File: src/rtl/reduceron_run_monitor_if.sv
// reduceron_run_monitor_if
// Event stream from the run monitor to a host or debug port.
// The monitor drives the head of its event FIFO; the consumer
// acknowledges it with ev_ready.
//
// Signals:
//   ev_valid   FIFO head valid (monitor -> consumer)
//   ev_ready   consumer accepts head (consumer -> monitor)
//   ev_kind    {finish, heap_chg, gc_fall, gc_rise}
//   ev_time    cycle_count at which the event was sampled
//   ev_heap    heap pointer at the event
//   ev_result  result bus at the event
//
// Modports: master = monitor side, slave = consumer side.
interface reduceron_run_monitor_if #(
    parameter int RES_W  = 16,
    parameter int HEAP_W = 13,
    parameter int CNT_W  = 32
);
    logic              ev_valid;
    logic              ev_ready;
    logic [3:0]        ev_kind;
    logic [CNT_W-1:0]  ev_time;
    logic [HEAP_W-1:0] ev_heap;
    logic [RES_W-1:0]  ev_result;

    modport master (
        output ev_valid, ev_kind, ev_time, ev_heap, ev_result,
        input  ev_ready
    );

    modport slave (
        input  ev_valid, ev_kind, ev_time, ev_heap, ev_result,
        output ev_ready
    );
endinterface

File: src/rtl/reduceron_run_monitor.sv
// reduceron_run_monitor
// Watches a Reduceron core every clock: counts run cycles, GC starts
// and GC cycles, tracks the heap high-water mark, and queues
// timestamped events (GC rise/fall, heap change, finish) in a small
// first-word-fall-through FIFO. When finish is seen the result is
// captured and the monitor freezes until clear or reset.
//
// Optional feature macro: MONITOR_HEAP_EVENTS_EN
//   defined   -> heap pointer changes generate events (ev_kind[2])
//   undefined -> no heap-change events; heap tracking still runs
//
// Ports:
//   clock, reset          clock (rising edge), async active-high reset
//   result, state, heap,  core outputs being sampled
//   finish
//   clear                 synchronous restart (flush FIFO, zero stats)
//   done                  finish captured, monitor frozen
//   res_value, res_tag    captured result split into value and tag
//   gc_active             registered GC bit of state
//   cycle_count, gc_count, gc_cycles, heap_max   statistics
//   overflow              sticky: an event was dropped on a full FIFO
//   ev                    event stream (master modport)
module reduceron_run_monitor #(
    parameter int RES_W    = 16,
    parameter int TAG_W    = 3,
    parameter int STATE_W  = 7,
    parameter int GC_BIT   = 5,
    parameter int HEAP_W   = 13,
    parameter int CNT_W    = 32,
    parameter int EV_DEPTH = 8
) (
    input  logic                   clock,
    input  logic                   reset,
    input  logic [RES_W-1:0]       result,
    input  logic [STATE_W-1:0]     state,
    input  logic [HEAP_W-1:0]      heap,
    input  logic                   finish,
    input  logic                   clear,
    output logic                   done,
    output logic [RES_W-TAG_W-1:0] res_value,
    output logic [TAG_W-1:0]       res_tag,
    output logic                   gc_active,
    output logic [CNT_W-1:0]       cycle_count,
    output logic [CNT_W-1:0]       gc_count,
    output logic [CNT_W-1:0]       gc_cycles,
    output logic [HEAP_W-1:0]      heap_max,
    output logic                   overflow,
    reduceron_run_monitor_if.master ev
);

    localparam int AW = $clog2(EV_DEPTH);
    localparam int EW = 4 + CNT_W + HEAP_W + RES_W;
    localparam logic [AW:0]      PTR_ONE = (AW + 1)'(1);
    localparam logic [CNT_W-1:0] CNT_ONE = CNT_W'(1);

`ifdef MONITOR_HEAP_EVENTS_EN
    localparam logic heap_ev_en = 1'b1;
`else
    localparam logic heap_ev_en = 1'b0;
`endif

    typedef enum logic {ST_RUN, ST_DONE} mon_state_t;

    mon_state_t        mstate;
    logic              gc_prev;
    logic [HEAP_W-1:0] heap_prev;
    logic [AW:0]       wr_ptr;
    logic [AW:0]       rd_ptr;
    logic [EW-1:0]     mem [EV_DEPTH];
    logic [EW-1:0]     hold;

    logic              gc_now, rise, fall, hchg, running;
    logic [3:0]        kind;
    logic              push_req, push_ok, pop, fifo_empty, fifo_full;
    logic [EW-1:0]     head;
    logic [EW-1:0]     entry;
    logic              unused_state_bits;

    // Only the GC bit of the state bus matters here.
    assign unused_state_bits = ^state;

    function automatic logic [CNT_W-1:0] sat_inc(input logic [CNT_W-1:0] v);
        return (&v) ? v : v + CNT_ONE;
    endfunction

    // Edge detection against the previous sample and FIFO status.
    // When the FIFO is empty the head shows the last popped entry so
    // the ev_* payload holds steady while ev_valid is low.
    always_comb begin
        gc_now     = state[GC_BIT];
        rise       = gc_now & ~gc_prev;
        fall       = ~gc_now & gc_prev;
        hchg       = heap_ev_en & (heap != heap_prev);
        running    = (mstate == ST_RUN);
        kind       = {finish, hchg, fall, rise};
        push_req   = running & (kind != 4'b0000);
        fifo_empty = (wr_ptr == rd_ptr);
        fifo_full  = (wr_ptr[AW] != rd_ptr[AW]) &&
                     (wr_ptr[AW-1:0] == rd_ptr[AW-1:0]);
        pop        = ~fifo_empty & ev.ev_ready;
        push_ok    = push_req & (~fifo_full | pop);
        head       = fifo_empty ? hold : mem[rd_ptr[AW-1:0]];
        entry      = {kind, cycle_count, heap, result};
    end

    assign ev.ev_valid = ~fifo_empty;
    assign {ev.ev_kind, ev.ev_time, ev.ev_heap, ev.ev_result} = head;
    assign gc_active = gc_prev;

    // Event storage; pointers live in the control block below, so a
    // write during clear or reset is harmless.
    always_ff @(posedge clock) begin
        if (push_ok && !clear) begin
            mem[wr_ptr[AW-1:0]] <= entry;
        end
    end

    // Control: RUN/DONE state, statistics, FIFO pointers and captured
    // result. clear outranks everything that happens in the same cycle.
    always_ff @(posedge clock or posedge reset) begin
        if (reset) begin
            mstate      <= ST_RUN;
            done        <= 1'b0;
            res_value   <= '0;
            res_tag     <= '0;
            gc_prev     <= 1'b0;
            heap_prev   <= '0;
            cycle_count <= '0;
            gc_count    <= '0;
            gc_cycles   <= '0;
            heap_max    <= '0;
            overflow    <= 1'b0;
            wr_ptr      <= '0;
            rd_ptr      <= '0;
            hold        <= '0;
        end else if (clear) begin
            mstate      <= ST_RUN;
            done        <= 1'b0;
            res_value   <= '0;
            res_tag     <= '0;
            gc_prev     <= 1'b0;
            heap_prev   <= '0;
            cycle_count <= '0;
            gc_count    <= '0;
            gc_cycles   <= '0;
            heap_max    <= '0;
            overflow    <= 1'b0;
            wr_ptr      <= '0;
            rd_ptr      <= '0;
            hold        <= '0;
        end else begin
            if (pop) begin
                rd_ptr <= rd_ptr + PTR_ONE;
                hold   <= head;
            end
            if (push_ok) begin
                wr_ptr <= wr_ptr + PTR_ONE;
            end else if (push_req) begin
                overflow <= 1'b1;
            end
            if (running) begin
                cycle_count <= sat_inc(cycle_count);
                if (rise) begin
                    gc_count <= sat_inc(gc_count);
                end
                if (gc_now) begin
                    gc_cycles <= sat_inc(gc_cycles);
                end
                if (heap > heap_max) begin
                    heap_max <= heap;
                end
                gc_prev   <= gc_now;
                heap_prev <= heap;
                if (finish) begin
                    mstate    <= ST_DONE;
                    done      <= 1'b1;
                    res_value <= result[RES_W-1:TAG_W];
                    res_tag   <= result[TAG_W-1:0];
                end
            end
        end
    end

endmodule
File: src/flat_wrapper.sv
// flat-port wrapper written by rule: the top's interface ports become plain ports
module reduceron_run_monitor_flat 
#(
    parameter int RES_W    = 16,
    parameter int TAG_W    = 3,
    parameter int STATE_W  = 7,
    parameter int GC_BIT   = 5,
    parameter int HEAP_W   = 13,
    parameter int CNT_W    = 32,
    parameter int EV_DEPTH = 8
)
  (clock, reset, result, state, heap, finish, clear, done, res_value, res_tag, gc_active, cycle_count, gc_count, gc_cycles, heap_max, overflow, ev_ev_valid, ev_ev_kind, ev_ev_time, ev_ev_heap, ev_ev_result, ev_ev_ready);
  reduceron_run_monitor_if #(.RES_W(RES_W), .HEAP_W(HEAP_W), .CNT_W(CNT_W)) ev_i ();
  input  logic clock;
  input  logic reset;
  input  logic [RES_W-1:0] result;
  input  logic [STATE_W-1:0] state;
  input  logic [HEAP_W-1:0] heap;
  input  logic finish;
  input  logic clear;
  output logic done;
  output logic [RES_W-TAG_W-1:0] res_value;
  output logic [TAG_W-1:0] res_tag;
  output logic gc_active;
  output logic [CNT_W-1:0] cycle_count;
  output logic [CNT_W-1:0] gc_count;
  output logic [CNT_W-1:0] gc_cycles;
  output logic [HEAP_W-1:0] heap_max;
  output logic overflow;
  output wire logic [$bits(ev_i.ev_valid)-1:0] ev_ev_valid;
  output wire logic [$bits(ev_i.ev_kind)-1:0] ev_ev_kind;
  output wire logic [$bits(ev_i.ev_time)-1:0] ev_ev_time;
  output wire logic [$bits(ev_i.ev_heap)-1:0] ev_ev_heap;
  output wire logic [$bits(ev_i.ev_result)-1:0] ev_ev_result;
  input wire logic [$bits(ev_i.ev_ready)-1:0] ev_ev_ready;
  assign ev_ev_valid = ev_i.ev_valid;
  assign ev_ev_kind = ev_i.ev_kind;
  assign ev_ev_time = ev_i.ev_time;
  assign ev_ev_heap = ev_i.ev_heap;
  assign ev_ev_result = ev_i.ev_result;
  assign ev_i.ev_ready = ev_ev_ready;
  reduceron_run_monitor #(.RES_W(RES_W), .TAG_W(TAG_W), .STATE_W(STATE_W), .GC_BIT(GC_BIT), .HEAP_W(HEAP_W), .CNT_W(CNT_W), .EV_DEPTH(EV_DEPTH)) u_core (.clock(clock), .reset(reset), .result(result), .state(state), .heap(heap), .finish(finish), .clear(clear), .done(done), .res_value(res_value), .res_tag(res_tag), .gc_active(gc_active), .cycle_count(cycle_count), .gc_count(gc_count), .gc_cycles(gc_cycles), .heap_max(heap_max), .overflow(overflow), .ev(ev_i));
endmodule
File: config.mk
export PLATFORM = sky130hd
export DESIGN_NAME = reduceron_run_monitor_flat
export DESIGN_NICKNAME = d
export VERILOG_FILES = /design/src/rtl/reduceron_run_monitor_if.sv /design/src/rtl/reduceron_run_monitor.sv /design/src/flat_wrapper.sv
export SDC_FILE = /design/constraint.sdc
export NUM_CORES = 1
export LEC_CHECK = 0
export BUFFER_PORTS_ARGS = -buffer_cell sky130_fd_sc_hd__buf_2
export CAP_MARGIN = 0
export CORE_ASPECT_RATIO = 0.8
export CORE_MARGIN = 1
export CORE_UTILIZATION = 40
export DETAILED_ROUTE_END_ITERATION = 8
export MAX_ROUTING_LAYER = met4
export PLACE_DENSITY_LB_ADDON = 0.2
export SYNTH_ARGS = -nofsm -noshare
export SYNTH_HDL_FRONTEND = slang
export SYNTH_SLANG_ARGS = --single-unit
export TNS_END_PERCENT = 30
File: constraint.sdc
create_clock -name clock -period 19.8 [get_ports clock]
set_input_delay 2.97 -clock clock [delete_from_list [all_inputs] [get_ports clock]]
set_output_delay 2.97 -clock clock [all_outputs]
set_load 0.1 [all_outputs]
==> results.py <==
metrics = {
    "cts": {
        "cts_tree": "done",
        "clk_latency_ns": 0.61,
        "clock_tree.root_cell": "sky130_fd_sc_hd__clkbuf_16",
        "tritoncts.num_buffers": 73,
        "cts_buffer_depth": 3,
        "cts_htree_levels": 3,
        "cts-hold-fix-buffers": 0,
        "clock_sink_count": 714,
        "cts.repair.resized": 0,
        "postCtsSetupBuffers": 0,
        "clock_slew_seen_by_the_registers_of_the_worst_setup_and_hold_paths_ns": 0.06,
    },
    "global_route": {
        "grt_overflow_total": 0,
        "grt_max_degree": 95,
        "global_route_total_usage_across_every_layer_pct": 19.7,
        "number_of_global_route_vias_before_repair": 18100,
        "global_route_wire_length_before_repair_um": 110000,
        "antenna_violations_before_repair": 9,
    },
    "worst_setup_path": {
        "crit_fanout": 80,
        "worst-r2r-setup-slack_ns": 15.65,
        "critical_path_required_ns": 16.83,
        "worst_r2r_startpoint": "u_core.rd_ptr[0]",
        "critical-path-max-stage-delay_ns": 0.97,
        "crit_slowest_cell": "sky130_fd_sc_hd__dfrtp_4",
        "path_class": "register to output pin",
        "critPathLaunchType": "register",
        "worst_ep_arrival_time_ns": 4.11,
        "setup.worst_path.end_class": "output pin",
        "critical_path.reg2reg.endpoint": "u_core.mem[4][5]",
        "timing.reg2reg.worst_path_depth": 6,
        "crit_chain": "xnor2_1 -> nand4_1 -> buf_4 -> buf_4 -> nor2_1 -> a21oi_1 -> buf_2",
        "critical-path-top-cell-by-count": "sky130_fd_sc_hd__buf_4",
    },
    "routing": {
        "totalWireLength_um": 72600,
        "drt_first_pass_iters": 5,
        "first_iter_violations": 1448,
        "ant_nets": 0,
        "num_vias": 18200,
        "routed_wire_length_per_instance_um": 22.5,
        "drc": 0,
        "route.detailed.vias_per_inst": 5.62,
    },
    "min_path": {
        "holdPathStages": 1,
        "holdPathEnd": "u_core.res_value[3]",
        "path_type_of_the_worst_min_delay_path": "register to register",
        "timing.hold.worst.start": "u_core.res_value[3]",
    },
    "status": {
        "outcome": "finished, final reports clean",
    },
    "logic_synthesis": {
        "synthesis.instances": 1954,
        "synth_top_area_share_pct": 51.2,
        "synth.cell_area_um2": 30000,
        "synthArstFlopShare_pct": 28.3,
        "post_synth_most_frequent_cells": "sky130_fd_sc_hd__edfxtp_1, sky130_fd_sc_hd__dfrtp_1, sky130_fd_sc_hd__nor2_1, sky130_fd_sc_hd__a21oi_1, sky130_fd_sc_hd__mux4_2",
        "syn_avg_cell_area_um2": 15.4,
        "ys_top_cells_by_area": "sky130_fd_sc_hd__edfxtp_1, sky130_fd_sc_hd__dfrtp_1, sky130_fd_sc_hd__mux4_2, sky130_fd_sc_hd__a21oi_1, sky130_fd_sc_hd__nor2_1",
        "synth_most_common_cell": "sky130_fd_sc_hd__edfxtp_1",
        "synth_edf_count": 512,
        "synth-warning-count": 0,
        "synth_flop_cell": "sky130_fd_sc_hd__edfxtp_1",
        "synth_nets": 2015,
        "ys_types": 69,
        "synth_area_leader_cell": "sky130_fd_sc_hd__edfxtp_1",
        "synth-seq-area-share_pct": 68.0,
        "postSynthRegisterBits": 714,
    },
    "sta": {
        "totalNegativeSetupSlack_ns": 0,
        "worst_slew_pin_slew_ns": 1.31,
        "skew_ns": 0.0183,
        "min_period_ns": 7.08,
        "timing.max_slew.rel_slack_pct": 11.9,
        "maxSlewViolCount": 0,
        "final_setup_vio_count": 0,
        "rsz0062_at_grt": "false",
        "timing.fmax_mhz": 141,
        "hold_viol": 0,
        "post-route-period-util_pct": 35.8,
    },
    "place": {
        "detailed_place_hpwl_um": 41900,
        "rd_place_congestion": 0.795,
        "numPortBuffers": 228,
    },
    "die": {
        "die-area_um2": 76200,
        "start_util_pct": 40.6,
        "chipHeight_um": 247,
        "std_cell_rows": 89,
        "ioPinCount": 235,
        "core_region_area_um2": 74100,
        "die_x_um": 308,
    },
    "power": {
        "totalPowerFinal_mw": 4.68,
        "power_leakage_nw": 12.2,
        "irDropWorstVdd_uv": 118,
        "power_per_cell_area_nw_per_um2": 135,
    },
    "layout": {
        "final_layout_size_suffix_gt1_share_pct": 23.7,
        "area_delta_synth_final_pct": 15.1,
        "nNetsFinal": 2226,
    },
    "flow_run": {
        "max_capacitance_violation_count": 0,
    },
}
-- worst max-delay path, delay by kind of cell, from the launching register on --
family / cells / cell delay (ns)
buffers and inverters: 3 / 1.69
DFF: 1 / 0.97
xor gates and xnor gates: 1 / 0.30
AOI/OAI and AO/OA: 1 / 0.26
and+or+nand+nor: 2 / 0.21
-- worst max-delay path by stage --
stage                startpoint           endpoint  cells past startpoint
2_1_floorplan          state[5]   u_core.mem[0][0]                      6
3_3_place_gp           state[5]   u_core.mem[4][8]                      8
3_5_place_dp           state[5]  u_core.mem[4][55]                      8
4_1_cts        u_core.rd_ptr[0]    ev_ev_result[4]                      7
5_1_grt        u_core.rd_ptr[0]     ev_ev_time[28]                      7
6_report       u_core.rd_ptr[0]     ev_ev_time[25]                      7
-- routing by layer --
layer | wire length (um) | vias to the layer above | GRT usage [%]
met5 | 0 | - | -
li1 | - | 8199 | -
met3 | 4740 | 103 | 5.01
met4 | 1370 | 0 | 5.06
met1 | 32500 | 9385 | 26.0
met2 | 34100 | 481 | 30.6
-- placed cells by master, fill, tap and decap left out, drive strengths merged, types with 32 or more instances in the layout --
| cell | Yosys | routed |
|---|---|---|
| a21oi | 141 | 141 |
| or3 | 52 | 52 |
| o21ai | 45 | 45 |
| nor2 | 181 | 181 |
| a211oi | 66 | 66 |
| dfrtp | 202 | 202 |
| nand2 | 42 | 42 |
| mux4 | 128 | 128 |
| edfxtp | 512 | 512 |
| buf | 36 | 254 |
| inv | 35 | 36 |
| clkbuf | 82 | 106 |
| nand3 | 66 | 66 |
| nand4 | 32 | 32 |
| mux2i | 67 | 67 |
-- registers in the layout, indices dropped and copies added, names as in the netlist, 3 cells and up --
name                flops
u_core.rd_ptr           4
u_core.res_tag          3
u_core.mem            512
u_core.heap_max        13
u_core.gc_cycles       32
u_core.wr_ptr           4
u_core.gc_count        32
u_core.res_value       13
u_core.cycle_count     32
u_core.hold            65
-- per-stage QoR --
step                      cells  util [%]  hold slack [ns]  instance area [um2]  worst slack (ns)
after floorplan            1954         -            0.481                30000             10.88
after global placement     3091      43.5            0.464                32200             13.18
after detailed placement   3091      43.5            0.487                32200             13.13
after CTS                  3226      46.7            0.505                34600             12.55
after global routing       3235      46.7            0.517                34600             12.34
final                      3235      46.7            0.501                34600             12.72
-- layout make-up --
class / count / area (um2)
Fill cell: 6410 / 39500
Sequential cell: 714 / 20400
Multi-Input combinational cell: 1086 / 9050
Clock buffer: 106 / 2100
Timing Repair Buffer: 254 / 1360
Tap cell: 1001 / 1250
Clock inverter: 29 / 215
Inverter: 36 / 143
Antenna cell: 9 / 22.5
-- cells by family after synthesis --
| logic type | synth area share, % |
|---|---|
| compound gates | 7.90 |
| xor+xnor | 0.525 |
| fa+ha+maj | 0.833 |
| buf+inv | 2.09 |
| flops | 68.0 |
| mux | 12.0 |
| simple gates | 8.61 |
-- power breakdown --
| part | internal, mW | total [mW] | switching (mW) |
|---|---|---|---|
| combinational | 0.321 | 1.61 | 1.29 |
| sequential | 1.67 | 1.73 | 0.0560 |
| clock | 0.775 | 1.34 | 0.567 |
| total | 2.77 | 4.68 | 1.91 |
No activity file was read; power rests on OpenSTA's default activity.
